--- src/rtl/accum_xcel_sched_if.sv ---
// accum_xcel_sched_if: job-request, accelerator and status signals of the accumulator scheduler
interface accum_xcel_sched_if;
   logic        job_val;
   logic [13:0] job_size;
   logic        job_rdy;
   logic        xcel_go;
   logic [13:0] xcel_size;
   logic        xcel_result_val;
   logic [31:0] xcel_result;
   logic        done_val;
   logic [31:0] done_result;
   logic [15:0] done_cycles;
   logic [31:0] total;
   logic [7:0]  jobs_done;
   logic        busy;
   logic        err;
   modport master (
      output job_val, job_size, xcel_result_val, xcel_result,
      input  job_rdy, xcel_go, xcel_size, done_val, done_result, done_cycles, total, jobs_done, busy, err
   );
   modport slave (
      input  job_val, job_size, xcel_result_val, xcel_result,
      output job_rdy, xcel_go, xcel_size, done_val, done_result, done_cycles, total, jobs_done, busy, err
   );
endinterface

--- src/rtl/accum_xcel_sched.sv ---
// accum_xcel_sched: queues job sizes and dispatches them one at a time to an accumulator accelerator
module accum_xcel_sched #(
   parameter int DEPTH   = 4,
   parameter int TIMEOUT = 1000
) (
   input logic               clk,
   input logic               rst,
   accum_xcel_sched_if.slave bus
);
   localparam int AW = $clog2(DEPTH);
   typedef enum logic [1:0] {IDLE, RUN, DRAIN} state_t;
   state_t      r_state, w_next;
   logic [13:0] r_q [DEPTH];
   logic [AW-1:0] r_wp, r_rp;
   logic [AW:0] r_cnt;
   logic [13:0] r_size;
   logic [15:0] r_cyc, r_dcyc;
   logic [31:0] r_res, r_tot;
   logic [7:0]  r_jobs;
   logic        r_done, r_err;
   logic        w_full, w_push, w_pop, w_cap, w_tmo;
   assign w_full          = r_cnt == (AW+1)'(DEPTH);
   assign w_push          = bus.job_val && bus.job_rdy;
   assign bus.job_rdy     = rst && !w_full;
   assign bus.xcel_go     = r_state == RUN;
   assign bus.xcel_size   = r_size;
   assign bus.done_val    = r_done;
   assign bus.done_result = r_res;
   assign bus.done_cycles = r_dcyc;
   assign bus.total       = r_tot;
   assign bus.jobs_done   = r_jobs;
   assign bus.busy        = r_state != IDLE || r_cnt != '0;
   assign bus.err         = r_err;
   // state register
   always_ff @(posedge clk) begin
      if (!rst) r_state <= IDLE;
      else      r_state <= w_next;
   end
   // dispatch only from a settled accelerator; a result beats a same-cycle timeout
   always_comb begin
      w_pop  = r_state == IDLE && r_cnt != '0 && !bus.xcel_result_val;
      w_cap  = r_state == RUN && bus.xcel_result_val;
      w_tmo  = r_state == RUN && !bus.xcel_result_val && r_cyc == 16'(TIMEOUT);
      w_next = r_state;
      if (w_pop) w_next = RUN;
      if (w_cap || w_tmo) w_next = DRAIN;
      if (r_state == DRAIN && !bus.xcel_result_val) w_next = IDLE;
   end
   // job FIFO; fullness alone gates acceptance so a same-cycle pop never frees a slot early
   always_ff @(posedge clk) begin
      if (!rst) begin
         r_wp  <= '0;
         r_rp  <= '0;
         r_cnt <= '0;
      end else begin
         if (w_push) begin
            r_q[r_wp] <= bus.job_size;
            r_wp      <= r_wp + 1'b1;
         end
         if (w_pop) r_rp <= r_rp + 1'b1;
         r_cnt <= r_cnt + (AW+1)'(w_push) - (AW+1)'(w_pop);
      end
   end
   // active job size, run-cycle counter, completion capture and sticky timeout flag
   always_ff @(posedge clk) begin
      if (!rst) begin
         r_size <= '0;
         r_cyc  <= '0;
         r_done <= 1'b0;
         r_res  <= '0;
         r_dcyc <= '0;
         r_tot  <= '0;
         r_jobs <= '0;
         r_err  <= 1'b0;
      end else begin
         r_done <= w_cap;
         if (w_pop) begin
            r_size <= r_q[r_rp];
            r_cyc  <= 16'd1;
         end else if (r_state == RUN) begin
            r_cyc <= (r_cyc == 16'hFFFF) ? r_cyc : r_cyc + 16'd1;
         end
         if (w_cap) begin
            r_res  <= bus.xcel_result;
            r_dcyc <= r_cyc;
            r_tot  <= r_tot + bus.xcel_result;
            r_jobs <= r_jobs + 8'd1;
         end
         if (w_tmo) r_err <= 1'b1;
      end
   end
endmodule

--- src/flat_wrapper.sv ---
// flat-port wrapper written by rule: the top's interface ports become plain ports
module accum_xcel_sched_flat 
#(
   parameter int DEPTH   = 4,
   parameter int TIMEOUT = 1000
)
  (clk, rst, bus_job_val, bus_job_size, bus_xcel_result_val, bus_xcel_result, bus_job_rdy, bus_xcel_go, bus_xcel_size, bus_done_val, bus_done_result, bus_done_cycles, bus_total, bus_jobs_done, bus_busy, bus_err);
  accum_xcel_sched_if bus_i ();
  input logic clk;
  input logic rst;
  input wire logic [$bits(bus_i.job_val)-1:0] bus_job_val;
  input wire logic [$bits(bus_i.job_size)-1:0] bus_job_size;
  input wire logic [$bits(bus_i.xcel_result_val)-1:0] bus_xcel_result_val;
  input wire logic [$bits(bus_i.xcel_result)-1:0] bus_xcel_result;
  output wire logic [$bits(bus_i.job_rdy)-1:0] bus_job_rdy;
  output wire logic [$bits(bus_i.xcel_go)-1:0] bus_xcel_go;
  output wire logic [$bits(bus_i.xcel_size)-1:0] bus_xcel_size;
  output wire logic [$bits(bus_i.done_val)-1:0] bus_done_val;
  output wire logic [$bits(bus_i.done_result)-1:0] bus_done_result;
  output wire logic [$bits(bus_i.done_cycles)-1:0] bus_done_cycles;
  output wire logic [$bits(bus_i.total)-1:0] bus_total;
  output wire logic [$bits(bus_i.jobs_done)-1:0] bus_jobs_done;
  output wire logic [$bits(bus_i.busy)-1:0] bus_busy;
  output wire logic [$bits(bus_i.err)-1:0] bus_err;
  assign bus_i.job_val = bus_job_val;
  assign bus_i.job_size = bus_job_size;
  assign bus_i.xcel_result_val = bus_xcel_result_val;
  assign bus_i.xcel_result = bus_xcel_result;
  assign bus_job_rdy = bus_i.job_rdy;
  assign bus_xcel_go = bus_i.xcel_go;
  assign bus_xcel_size = bus_i.xcel_size;
  assign bus_done_val = bus_i.done_val;
  assign bus_done_result = bus_i.done_result;
  assign bus_done_cycles = bus_i.done_cycles;
  assign bus_total = bus_i.total;
  assign bus_jobs_done = bus_i.jobs_done;
  assign bus_busy = bus_i.busy;
  assign bus_err = bus_i.err;
  accum_xcel_sched #(.DEPTH(DEPTH), .TIMEOUT(TIMEOUT)) u_core (.clk(clk), .rst(rst), .bus(bus_i));
endmodule
--- config.mk ---
export PLATFORM = sky130hd
export DESIGN_NAME = accum_xcel_sched_flat
export DESIGN_NICKNAME = d
export VERILOG_FILES = /design/src/rtl/accum_xcel_sched_if.sv /design/src/rtl/accum_xcel_sched.sv /design/src/flat_wrapper.sv
export SDC_FILE = /design/constraint.sdc
export NUM_CORES = 1
export LEC_CHECK = 0
export BUFFER_PORTS_ARGS = -buffer_cell sky130_fd_sc_hd__buf_2
export CAP_MARGIN = 20
export CORE_ASPECT_RATIO = 0.9
export CORE_UTILIZATION = 35
export CTS_CLUSTER_SIZE = 25
export DETAILED_ROUTE_END_ITERATION = 16
export PLACE_DENSITY = 0.63
export SETUP_SLACK_MARGIN = 0.2
export SYNTH_ARGS = -nofsm -noshare
export SYNTH_HDL_FRONTEND = slang
export SYNTH_SLANG_ARGS = --single-unit
--- constraint.sdc ---
create_clock -name clk -period 4.2 [get_ports clk]
set_input_delay 0.84 -clock clk [delete_from_list [all_inputs] [get_ports clk]]
set_output_delay 0.84 -clock clk [all_outputs]
set_load 0.05 [all_outputs]
==> impl_results.md, run 1 <==
- Synth Area in Simple Gates: 18.1%
- Final WL: 20600 um
- # setup viols final: 0
- Synth area leaders: dfxtp_1 30%, edfxtp_1 20%, nand2_1 8.5%
- Final Hold Fails: 0
- Area growth from synthesis to layout: 20.1%
- Clk_skew: 0.0247 ns
- Vias in the first global route: approximately 6300
- Leak: between 4 and 5 nW
- WS Path Type: in -> reg
- Post-synth EDFFs: 56
- DRC marker count from the first detailed-route iteration: 413
- Syn nets: 984
- Max cap viols: 0
- Top_reg_cell synth: dfxtp_1
- Post-CTS Setup Bufs: 0
- Synth Instances: 892
- Worst Hold Path EP: u_core.bus.done_result[21]$_SDFFE_PN0P_
- Critical path startpoint category: input pin
- P per Cell Area: just over 500 nW/um^2
- Final Worst Setup Slack: 1.47 ns
- Fmax: approximately 370 MHz
- CTS H-tree depth: 4
- Hold path depth: 2
- Layout cells sized above 1: between 20% and 30%
- Total congestion overflow: 0
- CTS Buf Count: 17
- RSZ-0062 raised after global routing: no
- Most frequent cells in the layout: 192 x nand2_1, 156 x buf_2, 129 x dfxtp_1
- Post-synthesis mux area share: 3.81%
- Largest net degree at the start of global routing: 68
- Largest family of logic cells by synthesized area: simple AND/OR/NAND/NOR gates
- Relative slew margins: 47.2%
- WL/cell: 15.3 um
- Total Routing Usage GR: approximately 17%
- Synth async-reset ratio: 0%
- Clock slew at reported path FFs: 0.08 ns
- # fillers: 2303
- Worst Hold Launch: u_core.bus.done_result[21]$_SDFFE_PN0P_
- Antenna violations before repair: 0
- Post-Synth XOR/XNOR Area: 4.61%
- GPL Wtd Cong: 0.833
- CTS Sinks: between 150 and 200
- Avg Vias per Cell: slightly above 5
- Core ar.: 23700 um^2
- DRC viols: 0
- Largest area contributor in the netlist: dfxtp_1
- Maximum buffer depth of the clock tree: 2
- Via count: 6771
- CTS tree: built
- First-pass GRT wire length: about 33000 um
- Pre-CTS setup slack: about 1.0 ns
- Initial Util: 36.1%
- Compound-Gate Fraction of Synth Area: 14.2%
- Reg2reg end: u_core.bus.total[24]$_SDFFE_PN0P_
- Worst hold slack: 0.450 ns
- Ys Warns: 0
- FF+latch count, synth: 185
- Synth Cell Area: 8550 um^2
- Required @ worst endpoint: ~4.5 ns
- Reg-to-reg setup timing slack: 1.61 ns
- Worst Path Max Fanout: 4
- Port bufs: 156
- Sequential share of the synthesized area: 49.9%
- Fin Setup TNS: 0 ns
- Period minus WS final: approximately 2.7 ns
- Average cell area after synthesis: 9.58 um^2
- Slew @ Worst Pin: 0.793 ns
- Hold Crit Class: reg -> reg
- Fin crit share: 65.0%
- VDD IR max: 0.000295 V
- DIE AREA: 25000 um^2
- Top-area cell type share of the netlist area: 30.2%
- Run status: complete, no violations
- # IOs: 157
- Sequential Area: 4260 um^2
- Die Height: ~150 um
- CP endpoint kind: flip-flop
- DRT antenna net count: 0
- Post-synthesis adder-cell area fraction: 6.33%
- Most common cell after layout, fill and taps aside: nand2_1
- R2R cell count: 10
- Reg-to-Reg Start: u_core.bus.total[0]$_SDFFE_PN0P_
- Clk_lat worst skew: 0.45 ns
- Post-CTS Resized: 0
- Multi-input logic area: between 4000 and 5000 um^2
- Die Width: around 170 um
- Netlist cell types: 71
- CP arrival: 3.05 ns
- Site row count: 53
- Final net count: about 1100
- DR pass1 iterations: 4
- HPWL after detailed placement: 14400 um
- CTS Hold Bufs: 0
- Root Driver: clkbuf_16
- Fin. max-slew vios: 0
## registers in the layout, summed over array words and instances (netlist names), 3 cells and up
name                    count
u_core.bus.xcel_size       14
u_core.bus.total           32
u_core.r_q                 56
u_core.bus.done_cycles     16
u_core.bus.jobs_done        8
u_core.r_cyc               16
u_core.bus.done_result     32
u_core.r_cnt                3
## cell usage after synthesis, types with 16 or more instances
master    count
nand2_1     193
dfxtp_1     129
a21oi_1     110
edfxtp_1     56
nor2_1       53
ha_1         40
clkbuf_1     36
nand3_1      31
xnor2_1      23
xor2_1       22
a21o_1       18
inv_1        16
## kinds of logic after synthesis
logic type      Yosys count
buf+inv                  63
simple gates            345
compound gates          197
flops                   185
xor+xnor                 45
fa+ha+maj                42
mux                      15
## worst max-delay path, cell delays in order
cell,delay [ns]
buf_2,0.11
ha_1,0.24
fa_1,0.43
a21o_1,0.22
nand4_1,0.12
nand2_1,0.18
a211oi_2,0.30
o21bai_2,0.17
a21boi_1,0.18
mux2i_1,0.09
a31o_1,0.18
## per-stage QoR
step                utilization [%]  total power, W  cell area, um^2  instances
floorplan                         -         0.00316             8550        892
global placement               40.5         0.00348             9580       1312
detailed placement             40.5         0.00349             9580       1312
CTS                            43.3         0.00528            10200       1344
global route                   43.3         0.00549            10300       1345
finish                         43.4         0.00523            10300       1346
## layout make-up
type                    instances  area share (%)
diodes                          1          0.0244
repair buffers                165            8.34
clock inverters                15            2.34
flip-flops and latches        185            41.5
multi-input cells             644            39.3
inverters                      17           0.634
clock buffers                  17            4.14
well taps                     302            3.68
## routing by layer
| layer | vias to the layer above | wire (um) | global-route usage, % |
|---|---|---|---|
| met2 | 148 | 9360 | 26.1 |
| met1 | 3178 | 10100 | 23.0 |
| li1 | 3429 | - | - |
| met3 | 16 | 847 | 3.26 |
| met4 | 0 | 284 | 5.42 |
| met5 | - | 0 | 0 |
## how the worst max path moves through the flow
stage | cells past startpoint | to | from
floorplan | 10 | u_core.r_cnt[2]$_SDFF_PN0_ | rst
global placement | 11 | u_core.bus.total[24]$_SDFFE_PN0P_ | bus_xcel_result[0]
detailed placement | 11 | u_core.bus.total[24]$_SDFFE_PN0P_ | bus_xcel_result[0]
CTS | 11 | u_core.bus.total[28]$_SDFFE_PN0P_ | bus_xcel_result[0]
global route | 11 | u_core.bus.total[28]$_SDFFE_PN0P_ | bus_xcel_result[0]
finish | 11 | u_core.bus.total[24]$_SDFFE_PN0P_ | bus_xcel_result[0]
## power breakdown
part / leakage, nW / switching, W / internal [W]
clock network: 0.321 / 0.000909 / 0.000866
logic: 2.36 / 0.000915 / 0.000442
registers: 1.55 / 0.000115 / 0.00198
total: 4.24 / 0.00194 / 0.00329
Power figures use the tool's default switching activity.
==> inputs of run 2 (changes only) <==
--- a/config.mk
+++ b/config.mk
@@ -11,7 +11,7 @@
 export CORE_UTILIZATION = 35
 export CTS_CLUSTER_SIZE = 25
 export DETAILED_ROUTE_END_ITERATION = 16
-export PLACE_DENSITY = 0.63
+export PLACE_DENSITY = 0.65
 export SETUP_SLACK_MARGIN = 0.2
 export SYNTH_ARGS = -nofsm -noshare
 export SYNTH_HDL_FRONTEND = slang
==> constraint.sdc (replaced) <==
create_clock -name clk -period 2.5 [get_ports clk]
set_input_delay 0.5 -clock clk [delete_from_list [all_inputs] [get_ports clk]]
set_output_delay 0.5 -clock clk [all_outputs]
set_load 0.05 [all_outputs]
==> run 2 against run 1 <==
Against the previous run:
- combinational power increased by 94%
- critical path depth decreased by 1
- via count increased by 4.6%
- register-to-register slack got worse by 1.4 ns
- largest cell class is now multi-input combinational cells
- largest power group unchanged
==> impl_results.md, run 2 (same netlist as run 1, synthesis figures left out) <==
- Fin Setup TNS: 0 ns
- Site row count: 53
- Internal cell power: approximately 0.0058 W
- CTS tree: built
- CP endpoint kind: flip-flop
- NetSw: 0.00342 W
- Final Hold Fails: 0
- Root Driver: clkbuf_16
- Avg Vias per Cell: 5.04
- Via count: about 7000
- Fin. max-slew vios: 0
- Total Routing Usage GR: about 17%
- CTS H-tree depth: 4
- Slew @ Worst Pin: about 0.75 ns
- Top cell by count, worst path: nand4_1
- Initial Util: 36.1%
- HPWL after detailed placement: 14900 um
- Critical Path Max Stage Delay: 0.34 ns
- Worst Path Max Fanout: 4
- Comb power frac: about 29%
- RSZ-0062 raised after global routing: yes
- Layout cells sized above 1: 32.5%
- VDD IR max: 0.000448 V
- Most frequent cells in the layout: 190 x nand2_1, 156 x buf_2, 107 x dfxtp_1
- DRC marker count from the first detailed-route iteration: 346
- # diodes: 0
- Relative slew margins: 50.0%
- Clk_skew: 0.0168 ns
- Leak: 4.56 nW
- Switching Share: 37.1%
- Die Height: approximately 150 um
- Most common cell after layout, fill and taps aside: nand2_1
- Area growth from synthesis to layout: 30.4%
- Clk_lat worst skew: 0.44 ns
- Final instance area: 11100 um^2
- Required @ worst endpoint: 2.85 ns
- GPL Wtd Cong: approximately 0.84
- Max reg flops: 56
- DR pass1 iterations: 4
- Hold Crit Class: in -> reg
- First-pass GRT wire length: 34000 um
- Cell Chain, Critical Path: ha_4, fa_2, a21o_1, nand4_1, nand2_2, a211oi_4, o21bai_4, a21oi_4, nand4_1, a31oi_1
- Placed Area: 10100 um^2
- Clock slew at reported path FFs: 0.09 ns
- DRC viols: 0
- Critical path startpoint: u_core.bus.total[0]$_SDFFE_PN0P_
- Worst Hold Launch: bus_job_size[8]
- P per Cell Area: 826 nW/um^2
- Die Width: roughly 170 um
- DRT antenna net count: 0
- Largest net degree at the start of global routing: 67
- Run status: complete, no violations
- CP arrival: 2.64 ns
- Port bufs: 156
- Fin crit share: 91.8%
- Final WL: 21700 um
- # IOs: 157
- DIE AREA: 25000 um^2
- Clock power frac: 32.8%
- Total congestion overflow: 0
- Vias in the first global route: between 6000 and 7000
- CTS Sinks: 185
- Period minus WS final: between 2 and 2.5 ns
- WS Path Type: reg -> reg
- Final net count: 1182
- Slowest stage cell, crit path: dfxtp_2
- Largest reg by FF count: u_core.r_q
- Sequential share of power: 38.5%
- Antenna violations before repair: 1
- Critical path startpoint category: flip-flop
- Max cap viols: 0
- Fmax: 436 MHz
- Reg-to-Reg Start: u_core.bus.total[0]$_SDFFE_PN0P_
- # setup viols final: 0
- CTS Buf Count: 17
- Maximum buffer depth of the clock tree: 2
- WL/cell: 15.5 um
- Core ar.: between 20000 and 25000 um^2
-- run 2: changes by cell type in the layout (fill, tap and decap cells not counted), sizes merged --
cell	previous run	this run
buf	165	225
clkinv	5	6
diode	1	0
inv	27	26
-- run 2: layer usage --
layer | global-route usage [%] | vias to the layer above | wire (um)
li1 | - | 3553 | -
met1 | 22.6 | 3366 | 10300
met3 | 4.26 | 14 | 1110
met5 | 0 | - | 13
met2 | 28.0 | 147 | 10100
met4 | 5.00 | 2 | 221
-- run 2: power groups by stage --
stage	Sequential [W]	Clock [W]	Combinational, W
after global routing	0.00359	0.00322	0.00287
final	0.00355	0.00302	0.00264
after global placement	0.00360	0	0.00245
after floorplan	0.00405	0	0.00133
after detailed placement	0.00360	0	0.00248
after CTS	0.00354	0.00310	0.00252
-- run 2: metrics by stage --
stage | hold slack [ns] | power [W] | setup WS [ns] | cells | utilization, %
floorplan | 0.452 | 0.00538 | 0.192 | 892 | -
global placement | 0.438 | 0.00604 | -0.113 | 1355 | 42.5
detailed placement | 0.445 | 0.00608 | -0.141 | 1355 | 42.5
CTS | 0.241 | 0.00915 | 0.202 | 1394 | 45.8
global route | 0.243 | 0.00968 | 0.113 | 1405 | 47.1
finish | 0.261 | 0.00921 | 0.205 | 1405 | 47.1
-- run 2: worst max-delay path, delay by kind of cell (launching register included) --
family	cells	cell delay, ns
and+or+nand+nor	3	0.35
DFF	1	0.34
AOI/OAI and AO/OA	5	1.01
adders and majority gates	2	0.50
-- run 2: path summary, 6_finish.rpt --
check / slack, ns / endpoint / cells after the start
max: 0.20 / u_core.bus.total[28]$_SDFFE_PN0P_ / 10
min reg2reg: 0.45 / u_core.bus.done_cycles[8]$_SDFFE_PN0P_ / 2
min: 0.26 / u_core.r_q[3][8]$_DFFE_PP_ / 1
max reg2reg: 0.20 / u_core.bus.total[28]$_SDFFE_PN0P_ / 10
-- run 2: area by class of cell --
| cell class | count | area (um^2) |
|---|---|---|
| Clock buffer | 17 | 425 |
| Clock inverter | 15 | 253 |
| Fill cell | 2215 | 12500 |
| Inverter | 17 | 70.1 |
| Multi-Input combinational cell | 644 | 4380 |
| Sequential cell | 185 | 4300 |
| Tap cell | 302 | 378 |
| Timing Repair Buffer | 225 | 1340 |
-- run 2: timing repair --
item / 4_1_cts / 5_1_grt
hold buffers: 0 / 0
gates cloned: 0 / 0
setup endpoints to repair: 10 / 23
setup buffers: 7 / 11
gates resized for setup: 9 / 37
pin swaps: 8 / 25
==> inputs of run 3 (changes only) <==
--- a/config.mk
+++ b/config.mk
@@ -6,12 +6,11 @@
 export NUM_CORES = 1
 export LEC_CHECK = 0
 export BUFFER_PORTS_ARGS = -buffer_cell sky130_fd_sc_hd__buf_2
-export CAP_MARGIN = 20
 export CORE_ASPECT_RATIO = 0.9
 export CORE_UTILIZATION = 35
 export CTS_CLUSTER_SIZE = 25
 export DETAILED_ROUTE_END_ITERATION = 16
-export PLACE_DENSITY = 0.65
+export PLACE_DENSITY = 0.59
 export SETUP_SLACK_MARGIN = 0.2
 export SYNTH_ARGS = -nofsm -noshare
 export SYNTH_HDL_FRONTEND = slang
==> run 3 against run 2 <==
Against the previous run:
- utilization increased by 0.053 points
- hold slack better by 0.0043 ns
- sequential share of layout area fell by 0.088 points
- register-to-register slack got worse by 0.06 ns
- combinational power barely moved
- global-route usage grew 0.58 points
- fmax down 2.7%
- clock skew about the same
- largest power group unchanged
- highest routed layer unchanged
==> impl_results.md, run 3 (same netlist as run 1, synthesis figures left out) <==
- Run status: complete, no violations
- Worst Hold Path EP: u_core.r_q[3][13]$_DFFE_PP_
- Met2 GRT Util: 28.2%
- Worst Hold Launch: bus_job_size[13]
- Placed Area: approximately 10000 um^2
- DRC viols: 0
- Busiest grt layer: met2
- WS Path Type: reg -> reg
- Core ar.: 23700 um^2
- R2R cell count: 11
- CTS tree: built
- Critical path startpoint category: flip-flop
- Clk_lat worst skew: 0.44 ns
- Fin. max-slew vios: 0
- CTS H-tree depth: 4
- CP arrival: approximately 2.7 ns
- Maximum buffer depth of the clock tree: 2
- CP endpoint kind: flip-flop
- Final Hold Fails: 0
- Final net count: 1192
- Antenna violations before repair: 1
- Fin crit share: between 90% and 100%
- First-pass GRT wire length: around 35000 um
- Max reg flops: 56
- Die Width: around 170 um
- Slowest stage cell, crit path: dfxtp_2
- Non-Filler Instances: 1415
- Avg Vias per Cell: 4.97
- Sequential Area: 4290 um^2
- # setup viols final: 0
- DRT antenna net count: 0
- Largest reg by FF count: u_core.r_q
- Met3 GRT Util: under 10%
- Vias in the first global route: 6688
- WL/cell: between 15 and 20 um
- Initial Util: 36.1%
- Fmax: 424 MHz
- Reg2reg end: u_core.bus.total[28]$_SDFFE_PN0P_
- Finished Core Util: 47.1%
- Period minus WS final: 2.36 ns
- DR pass1 iterations: 4
- Root Driver: clkbuf_16
- CTS Hold Bufs: 0
- Multi-input logic area: 4360 um^2
- RSZ-0062 raised after global routing: yes
- Top cell by count, worst path: nand4_1
- Relative slew margins: between 40% and 50%
- Max cap viols: 0
- # IOs: 157
- Most frequent cells in the layout: 190 x nand2_1, 156 x buf_2, 107 x dfxtp_1
- Via count: 7039
- Inst Count DP: 1375
- Largest net degree at the start of global routing: 56
- Critical Path Max Stage Delay: between 0.3 and 0.4 ns
- Port bufs: 156
- Most common cell after layout, fill and taps aside: nand2_1
- Total Routing Usage GR: 17.7%
- CTS Sinks: 185
- Final instance area: 11200 um^2
- VDD IR max: between 0.0004 and 0.0005 V
- Final WL: 21800 um
- Worst Path Max Fanout: 4
- Die Height: 150 um
- Met1 usage: between 20% and 30%
- # diodes: 0
- GPL Wtd Cong: around 0.8
- CTS Buf Count: 17
- Site row count: 53
- Reg-to-reg setup timing slack: 0.14 ns
- DRC marker count from the first detailed-route iteration: ~350
- Worst hold slack: 0.265 ns
- Final Worst Setup Slack: roughly 0.14 ns
- Total congestion overflow: 0
- Pre-CTS setup slack: -0.179 ns
- P per Cell Area: 815 nW/um^2
- Hold Crit Class: in -> reg
- Area growth from synthesis to layout: 30.6%
- Slew @ Worst Pin: between 0.7 and 0.8 ns
- Clk_skew: 0.0168 ns
- Hold path depth: 1
- Clock slew at reported path FFs: 0.09 ns
- Leak: 4.61 nW
- Layout cells sized above 1: between 30% and 40%
- # fillers: 2266
- Required @ worst endpoint: 2.86 ns
- DIE AREA: between 20000 and 30000 um^2
- Cell Chain, Critical Path: ha_4, fa_2, a21o_1, nand4_1, nand2_2, a211oi_2, buf_4, o21bai_4, a21oi_4, nand4_1, a31oi_4
- HPWL after detailed placement: around 15000 um
- Reg-to-Reg Start: u_core.bus.total[0]$_SDFFE_PN0P_
-- run 3: per-layer routing --
metal  part of all wire [%]  up-vias
li1                       -     3561
met4                   0.88        2
met1                     50     3341
met5                  0.060        -
met3                    3.2       16
met2                     46      119
-- run 3: metrics by stage --
step	power (W)	setup TNS [ns]
after floorplan	0.00538	0
after global placement	0.00610	-1.49
after detailed placement	0.00612	-1.66
after CTS	0.00913	0
after global routing	0.00956	0
final	0.00910	0
-- run 3: cell type report --
class,count,share of cell area [%]
flip-flops and latches,185,38.5
inverters,17,0.628
clock buffers,17,3.81
multi-input cells,644,39.1
well taps,302,3.39
clock inverters,15,2.04
repair buffers,235,12.6
-- run 3: worst max-delay path by stage --
stage | slack [ns] | endpoint | cells after the start | start
after floorplan | 0.19 | u_core.bus.total[28]$_SDFFE_PN0P_ | 10 | bus_xcel_result[14]
after global placement | -0.16 | u_core.bus.total[18]$_SDFFE_PN0P_ | 12 | bus_xcel_result[0]
after detailed placement | -0.18 | u_core.bus.total[18]$_SDFFE_PN0P_ | 12 | bus_xcel_result[0]
after CTS | 0.19 | u_core.bus.total[18]$_SDFFE_PN0P_ | 11 | u_core.bus.total[1]$_SDFFE_PN0P_
after global routing | 0.04 | u_core.bus.total[28]$_SDFFE_PN0P_ | 11 | u_core.bus.total[0]$_SDFFE_PN0P_
final | 0.14 | u_core.bus.total[28]$_SDFFE_PN0P_ | 11 | u_core.bus.total[0]$_SDFFE_PN0P_
-- run 3: repair_timing --
action,4_1_cts,5_1_grt
hold endpoints to repair,0,0
resized for setup,15,22
setup endpoints to repair,14,24
pin swaps,16,18
setup buffers,3,5
-- run 3: critical path, delay by kind of cell (launching register included) --
family / cells / cell delay, ns
AO/OA/AOI/OAI: 5 / 0.88
adder cells (fa/ha/maj): 2 / 0.50
buffers and inverters: 1 / 0.17
flip-flops: 1 / 0.34
AND/OR/NAND/NOR: 3 / 0.36
-- run 3: report_power, final --
group          switching, W  leakage [nW]  internal [W]
clock network       0.00151         0.318       0.00144
registers          0.000182          1.56       0.00334
logic               0.00167          2.73      0.000951
